File: src/rtl/led_chaser_ctrl.sv
// Single-LED chaser: steps a one-hot LED across NUM_LEDS outputs every STEP_COUNT+1 clocks, wrap or bounce.
// Optional freeze input enabled by defining LED_CHASER_PAUSE_EN.
`timescale 1ns/1ps

module led_chaser_ctrl #(
    parameter int NUM_LEDS    = 5,
    parameter int COUNT_WIDTH = 32,
    parameter int STEP_COUNT  = 1500000 - 1
) (
    input  logic                clk,
    input  logic                rst_btn,
    input  logic                start,
    input  logic                stop,
    input  logic                mode,
    input  logic                pause,
    output logic [NUM_LEDS-1:0] led_en,
    output logic                busy,
    output logic                step_tick
);

    localparam int POS_W = (NUM_LEDS > 1) ? $clog2(NUM_LEDS) : 1;
    localparam logic [POS_W-1:0]       LAST_POS = POS_W'(NUM_LEDS - 1);
    localparam logic [POS_W-1:0]       PRE_LAST = POS_W'(NUM_LEDS - 2);
    localparam logic [POS_W-1:0]       ONE_POS  = POS_W'(1);
    localparam logic [COUNT_WIDTH-1:0] STEP_LIM = COUNT_WIDTH'(STEP_COUNT);

    typedef enum logic [1:0] {
        S_IDLE    = 2'd0,
        S_RUN_FWD = 2'd1,
        S_RUN_REV = 2'd2
    } state_t;

    state_t                  r_state;
    logic [COUNT_WIDTH-1:0]  r_count;
    logic [POS_W-1:0]        r_pos;
    logic                    r_mode;
    logic [NUM_LEDS-1:0]     r_led_en;
    logic                    r_busy;
    logic                    r_step_tick;

    state_t                  w_next_state;
    logic [POS_W-1:0]        w_next_pos;
    logic                    w_step_hit;
    logic                    w_freeze;

`ifdef LED_CHASER_PAUSE_EN
    assign w_freeze = pause;
`else
    logic w_unused_pause;
    assign w_unused_pause = pause;
    assign w_freeze       = 1'b0;
`endif

    function automatic logic [NUM_LEDS-1:0] f_onehot(input logic [POS_W-1:0] p);
        logic [NUM_LEDS-1:0] v;
        v = '0;
        for (int i = 0; i < NUM_LEDS; i++) begin
            if (p == POS_W'(i)) begin
                v[i] = 1'b1;
            end
        end
        return v;
    endfunction

    assign w_step_hit = (r_count == STEP_LIM);

    // Next position/direction, applied only on a step boundary
    always_comb begin
        w_next_state = r_state;
        w_next_pos   = r_pos;
        if (NUM_LEDS == 1) begin
            w_next_state = S_RUN_FWD;
            w_next_pos   = '0;
        end else if (!r_mode) begin
            w_next_state = S_RUN_FWD;
            w_next_pos   = (r_pos == LAST_POS) ? '0 : r_pos + 1'b1;
        end else if (r_state == S_RUN_REV) begin
            w_next_pos   = r_pos - 1'b1;
            w_next_state = (r_pos == ONE_POS) ? S_RUN_FWD : S_RUN_REV;
        end else begin
            w_next_pos   = r_pos + 1'b1;
            w_next_state = (r_pos == PRE_LAST) ? S_RUN_REV : S_RUN_FWD;
        end
    end

    always_ff @(posedge clk or negedge rst_btn) begin
        if (!rst_btn) begin
            r_state     <= S_IDLE;
            r_count     <= '0;
            r_pos       <= '0;
            r_mode      <= 1'b0;
            r_led_en    <= '0;
            r_busy      <= 1'b0;
            r_step_tick <= 1'b0;
        end else begin
            r_step_tick <= 1'b0;
            case (r_state)
                S_IDLE: begin
                    if (start && !stop) begin
                        r_state  <= S_RUN_FWD;
                        r_count  <= '0;
                        r_pos    <= '0;
                        r_mode   <= mode;
                        r_led_en <= NUM_LEDS'(1);
                        r_busy   <= 1'b1;
                    end
                end
                S_RUN_FWD, S_RUN_REV: begin
                    if (stop) begin
                        r_state  <= S_IDLE;
                        r_count  <= '0;
                        r_pos    <= '0;
                        r_led_en <= '0;
                        r_busy   <= 1'b0;
                    end else if (!w_freeze) begin
                        if (w_step_hit) begin
                            r_count     <= '0;
                            r_pos       <= w_next_pos;
                            r_state     <= w_next_state;
                            r_led_en    <= f_onehot(w_next_pos);
                            r_step_tick <= 1'b1;
                        end else begin
                            r_count <= r_count + 1'b1;
                        end
                    end
                end
                default: begin
                    r_state  <= S_IDLE;
                    r_count  <= '0;
                    r_pos    <= '0;
                    r_led_en <= '0;
                    r_busy   <= 1'b0;
                end
            endcase
        end
    end

    assign led_en    = r_led_en;
    assign busy      = r_busy;
    assign step_tick = r_step_tick;

endmodule

File: config.mk
export PLATFORM = sky130hd
export DESIGN_NAME = led_chaser_ctrl
export DESIGN_NICKNAME = d
export VERILOG_FILES = /design/src/rtl/led_chaser_ctrl.sv
export SDC_FILE = /design/constraint.sdc
export NUM_CORES = 1
export LEC_CHECK = 0
export CORE_ASPECT_RATIO = 0.6
export CORE_MARGIN = 4
export CORE_UTILIZATION = 60
export DETAILED_ROUTE_END_ITERATION = 16
export PLACE_DENSITY = 0.8
export SLEW_MARGIN = 20
export SYNTH_ARGS = -nofsm -noshare
export SYNTH_HDL_FRONTEND = slang
export SYNTH_SLANG_ARGS = --single-unit
export TNS_END_PERCENT = 50
File: constraint.sdc
create_clock -name clk -period 6.1 [get_ports clk]
set_input_delay 0.915 -clock clk [delete_from_list [all_inputs] [get_ports clk]]
set_output_delay 0.915 -clock clk [all_outputs]
set_load 0.01 [all_outputs]
After elaboration in Yosys (flattened, before gate mapping)
Index checks and enable logic that the tools add are counted.
- mux-type cells: 34
- eq/ne operators: 13
- reduce and logical (&&, ||, !) cells: 8
- add/subtract/negate cells: 3
- operator list (kind ; count):
    $mux 32 ; 3
    $pmux 32 s2 ; 1
    $add 32x1->32 const B ; 1
    $eq 32x21->1 const B ; 1
    $mux 3 ; 6
    $mux 5 ; 3
    $mux 2 ; 7
    $mux 1 ; 10
    $pmux 5 s2 ; 1
    $eq 3x2->1 const B ; 3
    $eq 3x1->1 const B ; 2
    $eq 3x3->1 const B ; 2
    $pmux 3 s2 ; 1
    $reduce_and 2->1 ; 3
    $ne 2x2->1 const B ; 2
    $pmux 2 s2 ; 1
    $add 3x1->3 const B ; 1
    $logic_not 3->1 ; 1
    $ne 3x3->1 const B ; 1
    $sub 3x1->3 const B ; 1
    $eq 2x1->1 const B ; 1
    $eq 2x2->1 const B ; 1
    $logic_not 2->1 ; 1
    $pmux 1 s2 ; 1
    other kinds (3) ; 3
- input port bits: 6
- output and inout bits: 7
- bits in registers: 45
- logic and storage cells: 65

Depth between registers and ports, before layout
- word-level depth: 8
- mapped depth: 9

Worst setup path before layout
Ideal clock, no wire load.
- path type: in2reg
- start point: in stop
- end point: reg r_led_en[0] (netlist: led_en[0])
- library setup time: 0.125 ns
- stages: 7
- arrival: 2.383 ns
- required time: 5.975 ns
- setup slack: 3.593 ns
- cells stage by stage: nand2b_1 -> clkbuf_1 -> a211oi_1 -> clkbuf_1 -> a22o_1 -> buf_4 -> mux2_2
- word-level cells in the longest chain between the ends: 4
- elaborated cells on any way between the ends: 7
- those cells by class: eq/ne (2); mux (2); reduce/logical (3)
- ends and longest elaborated chain (item ; line ; text):
    start: declaration ; 13 ; input logic stop,
    $logic_not 1->1 ; 99 ; if (start && !stop) begin
    $logic_and 1x1->1 ; 99 ;
    $ne 2x2->1 (no line) ; n/a ;
    $reduce_and 2->1 (no line) ; n/a ;
    end signal: assignment ; 120 ; r_led_en <= f_onehot(w_next_pos);
    end: declaration ; 37 ; logic [NUM_LEDS-1:0] r_led_en;
Several ways; a longest one is shown, not always the timed one.
A chain may end at the register's enable or synchronous reset.

Worst setup path after layout
- start point: in stop
- end point: reg r_state[0]
- word-level cells in the longest chain between the ends: 4
- elaborated cells on any way between the ends: 7
- those cells by class: eq/ne (2); mux (2); reduce/logical (3)
- ends and longest elaborated chain (item ; line ; text):
    $logic_not 1->1 ; 99 ;
    $logic_and 1x1->1 ; 99 ;
    $ne 2x2->1 (no line) ; n/a ;
    $reduce_and 2->1 (no line) ; n/a ;
    end signal: assignment ; 119 ; r_state <= w_next_state;
    end: declaration ; 33 ; state_t r_state;
Several ways; a longest one is shown, not always the timed one.

==> summary.txt <==
status - completed
Port-buffer cells - 11
Multi-input gate area - 1330 sq um
RePlAce Congestion - 0.798
vias in the first global route - 1848
worst r2r dst - r_pos[0]
DR iter-0 viols - 183
flops & latches, synth - 45
DRT Pass-1 Iters - 4
row count - 18
critical path, cell by cell - clkdlybuf4s50_1, nand2b_1, a211oi_1, buf_4, a32oi_1, buf_4, or3_2, o21ai_0
CTS tree - built
Crit. Startpoint - stop
first-pass GRT wire length - 9.48 mm
hold buffers post-CTS - 0
Clk pwr share - 0.317
share of layout cells above drive strength 1 - 0.102
mapped cell area - 2550 sq um
cell taking the most area after synthesis - dfrtp_1
PostCTS Resize Cnt - 0
Worst setup SP type - input port
CTS Buf Count - 5
final HPWL from detailed placement - 3.86 mm
CP delay by family, top - buffers and inverters
Setup WS post-layout - 3.21 ns
pre-CTS WS - 2.92 ns
clk root buf - clkbuf_8
H-tree Lvls - 2
Final Hold Viols - 0
flop2flop setup slack - 3.72 ns
fin. max-slew vios - 0
Post-CTS Setup Inserts - 0
GRT Util Overall - 0.227
RSZ-0062 raised after global routing - no
wire length per cell - 16.5 microns
Final period util - 0.473
Skew-Pair Late Insertion Delay - 0.31 ns
syn_nets - 279
EDFF count, synth - 0
WS Path Type - input port to flip-flop
min Tclk post-route - 2.89 ns
Clock Path Buffers - 2
chip width - 92.1 microns
Synth area leaders - dfrtp_1, xor2_1, nor2_1
flip-flop and latch area - 1130 sq um
# DRC - 0
Hold Crit Class - input port to async pin
Finished Cell Area - 2830 sq um
I/O Pins - 13
largest net degree at the start of global routing - 46
met1 wire length - 2.80 mm
initial core utilization - 0.622
CP Max Fanout - 11
clock sink count - 45
Relative slew margins - 0.369
Gate power share - 0.232
antenna diode count - 0
sequential element share of the synthesized area - 0.442
Int Pwr - 0.515 mW
routed via count - 1989
metal2 WL - 2.30 mm
Layout Skew - 0.00785 ns
Post-synth top cells - dfrtp_1, nor2_1, xor2_1
Area Overhead vs Synth - 11.1%
Layout fillers - 331
R2R depth - 6
die area - 5390 sq um
Leak - 1.22 nW
count leader, synth - dfrtp_1
FFs w/ async S/R, synth - 1.00
crit-path most repeated cell - buf_4
Mean Syn Cell Area - 9.69 sq um
layout net count - 290
GRT overflow - 0
Syn. warnings - 0
worst endpoint data arrival time - 3.13 ns
instance count on the critical path - 8
Yosys top cell area share - 0.442
Worst R2R Start - r_count[21]
core area - 4100 sq um
Distinct cells, synth - 48
Post-Synthesis Cells - 263
FMAX - 346 MHz
placed inst area - 2690 sq um
sw frac - 0.322
worst path required time - 6.34 ns
PD cells - 268 nW/um^2
uppermost layer routed - met4
final WL - 5.52 mm
crit path capture type - flip-flop
Crit path buffers/inverters - 3
CP max stage delay - 0.45 ns
final setup vio count - 0
P_sw - 0.245 mW
clk slew on worst S/H paths - 0.09 ns
MaxCap Viol Count - 0
hold_ws - 0.481 ns
met3 routed WL - 380 microns
Synth Flop Type - dfrtp_1
Setup TNS - 0 ns
antenna violations before repair - 0
die height - 58.5 microns
slowest CP cell - or3_2
maximum vdd drop - 0.000154 V
worst-margin pin slew - 0.939 ns
via/cell ratio - 5.94
sequential share of power - 0.451
Final ANT Viol Nets - 0
cell families after synthesis:
group	after synthesis	synth area share
flip-flops	45	0.442
buffers and inverters	20	0.0383
adder cells (fa/ha/maj)	10	0.0491
multiplexers	2	0.00884
AND/OR/NAND/NOR	126	0.267
XOR/XNOR	30	0.103
AO/OA/AOI/OAI	30	0.0918
cell usage in the layout (no fill, tap or decap), types with 3 or more instances in the layout:
cell type and instances:
clkdlybuf4s50_1 10, clkbuf_8 6, o22ai_1 3, inv_1 8, nor2b_1 3, a21oi_1 6
nand3_1 16, and3_1 6, xor2_1 28, nand2_1 22, o21ai_0 5, nand4_1 18
nor2_1 35, o41ai_1 3, buf_4 4, and4_1 3, dfrtp_1 45, ha_1 10
flip-flops by register name, summed over array words and instances, names as in the netlist:
signal	flops
busy	1
led_en	5
r_count	32
r_mode	1
r_pos	3
r_state	2
step_tick	1
how the worst max path moves through the flow:
stage	slack, ns	end
after floorplan	3.59	led_en[0]
after global placement	3.02	r_state[0]
after detailed placement	2.92	r_state[0]
after CTS	3.23	r_state[0]
after global routing	3.09	r_state[0]
final	3.21	r_state[0]
stage by stage:
stage	instances	power, mW	utilization
after floorplan	263	0.475	-
after global placement	326	0.517	0.657
final	335	0.760	0.691
after global routing	335	0.804	0.691
after detailed placement	326	0.522	0.657
after CTS	334	0.763	0.686
metal layers:
layer  GRT usage  vias up
li1            -      959
met1       0.357      974
met2       0.315       53
met3      0.0498        3
met4      0.0613        0
met5           0        -
final cells by class:
type,count,area share
clock inverter,2,0.0133
multi-input combinational,198,0.468
timing repair buffer,16,0.0548
sequential,45,0.398
tap,60,0.0265
inverter,8,0.0106
clock buffer,6,0.0292
power by group through the flow:
stage	Combinational, mW	Clock [mW]	Sequential [mW]
2_1_floorplan	0.133	0	0.342
3_3_place_gp	0.171	0	0.346
3_5_place_dp	0.174	0	0.348
4_1_cts	0.175	0.245	0.342
5_1_grt	0.196	0.262	0.346
6_report	0.176	0.241	0.343
(Power assumes the default switching activity.)
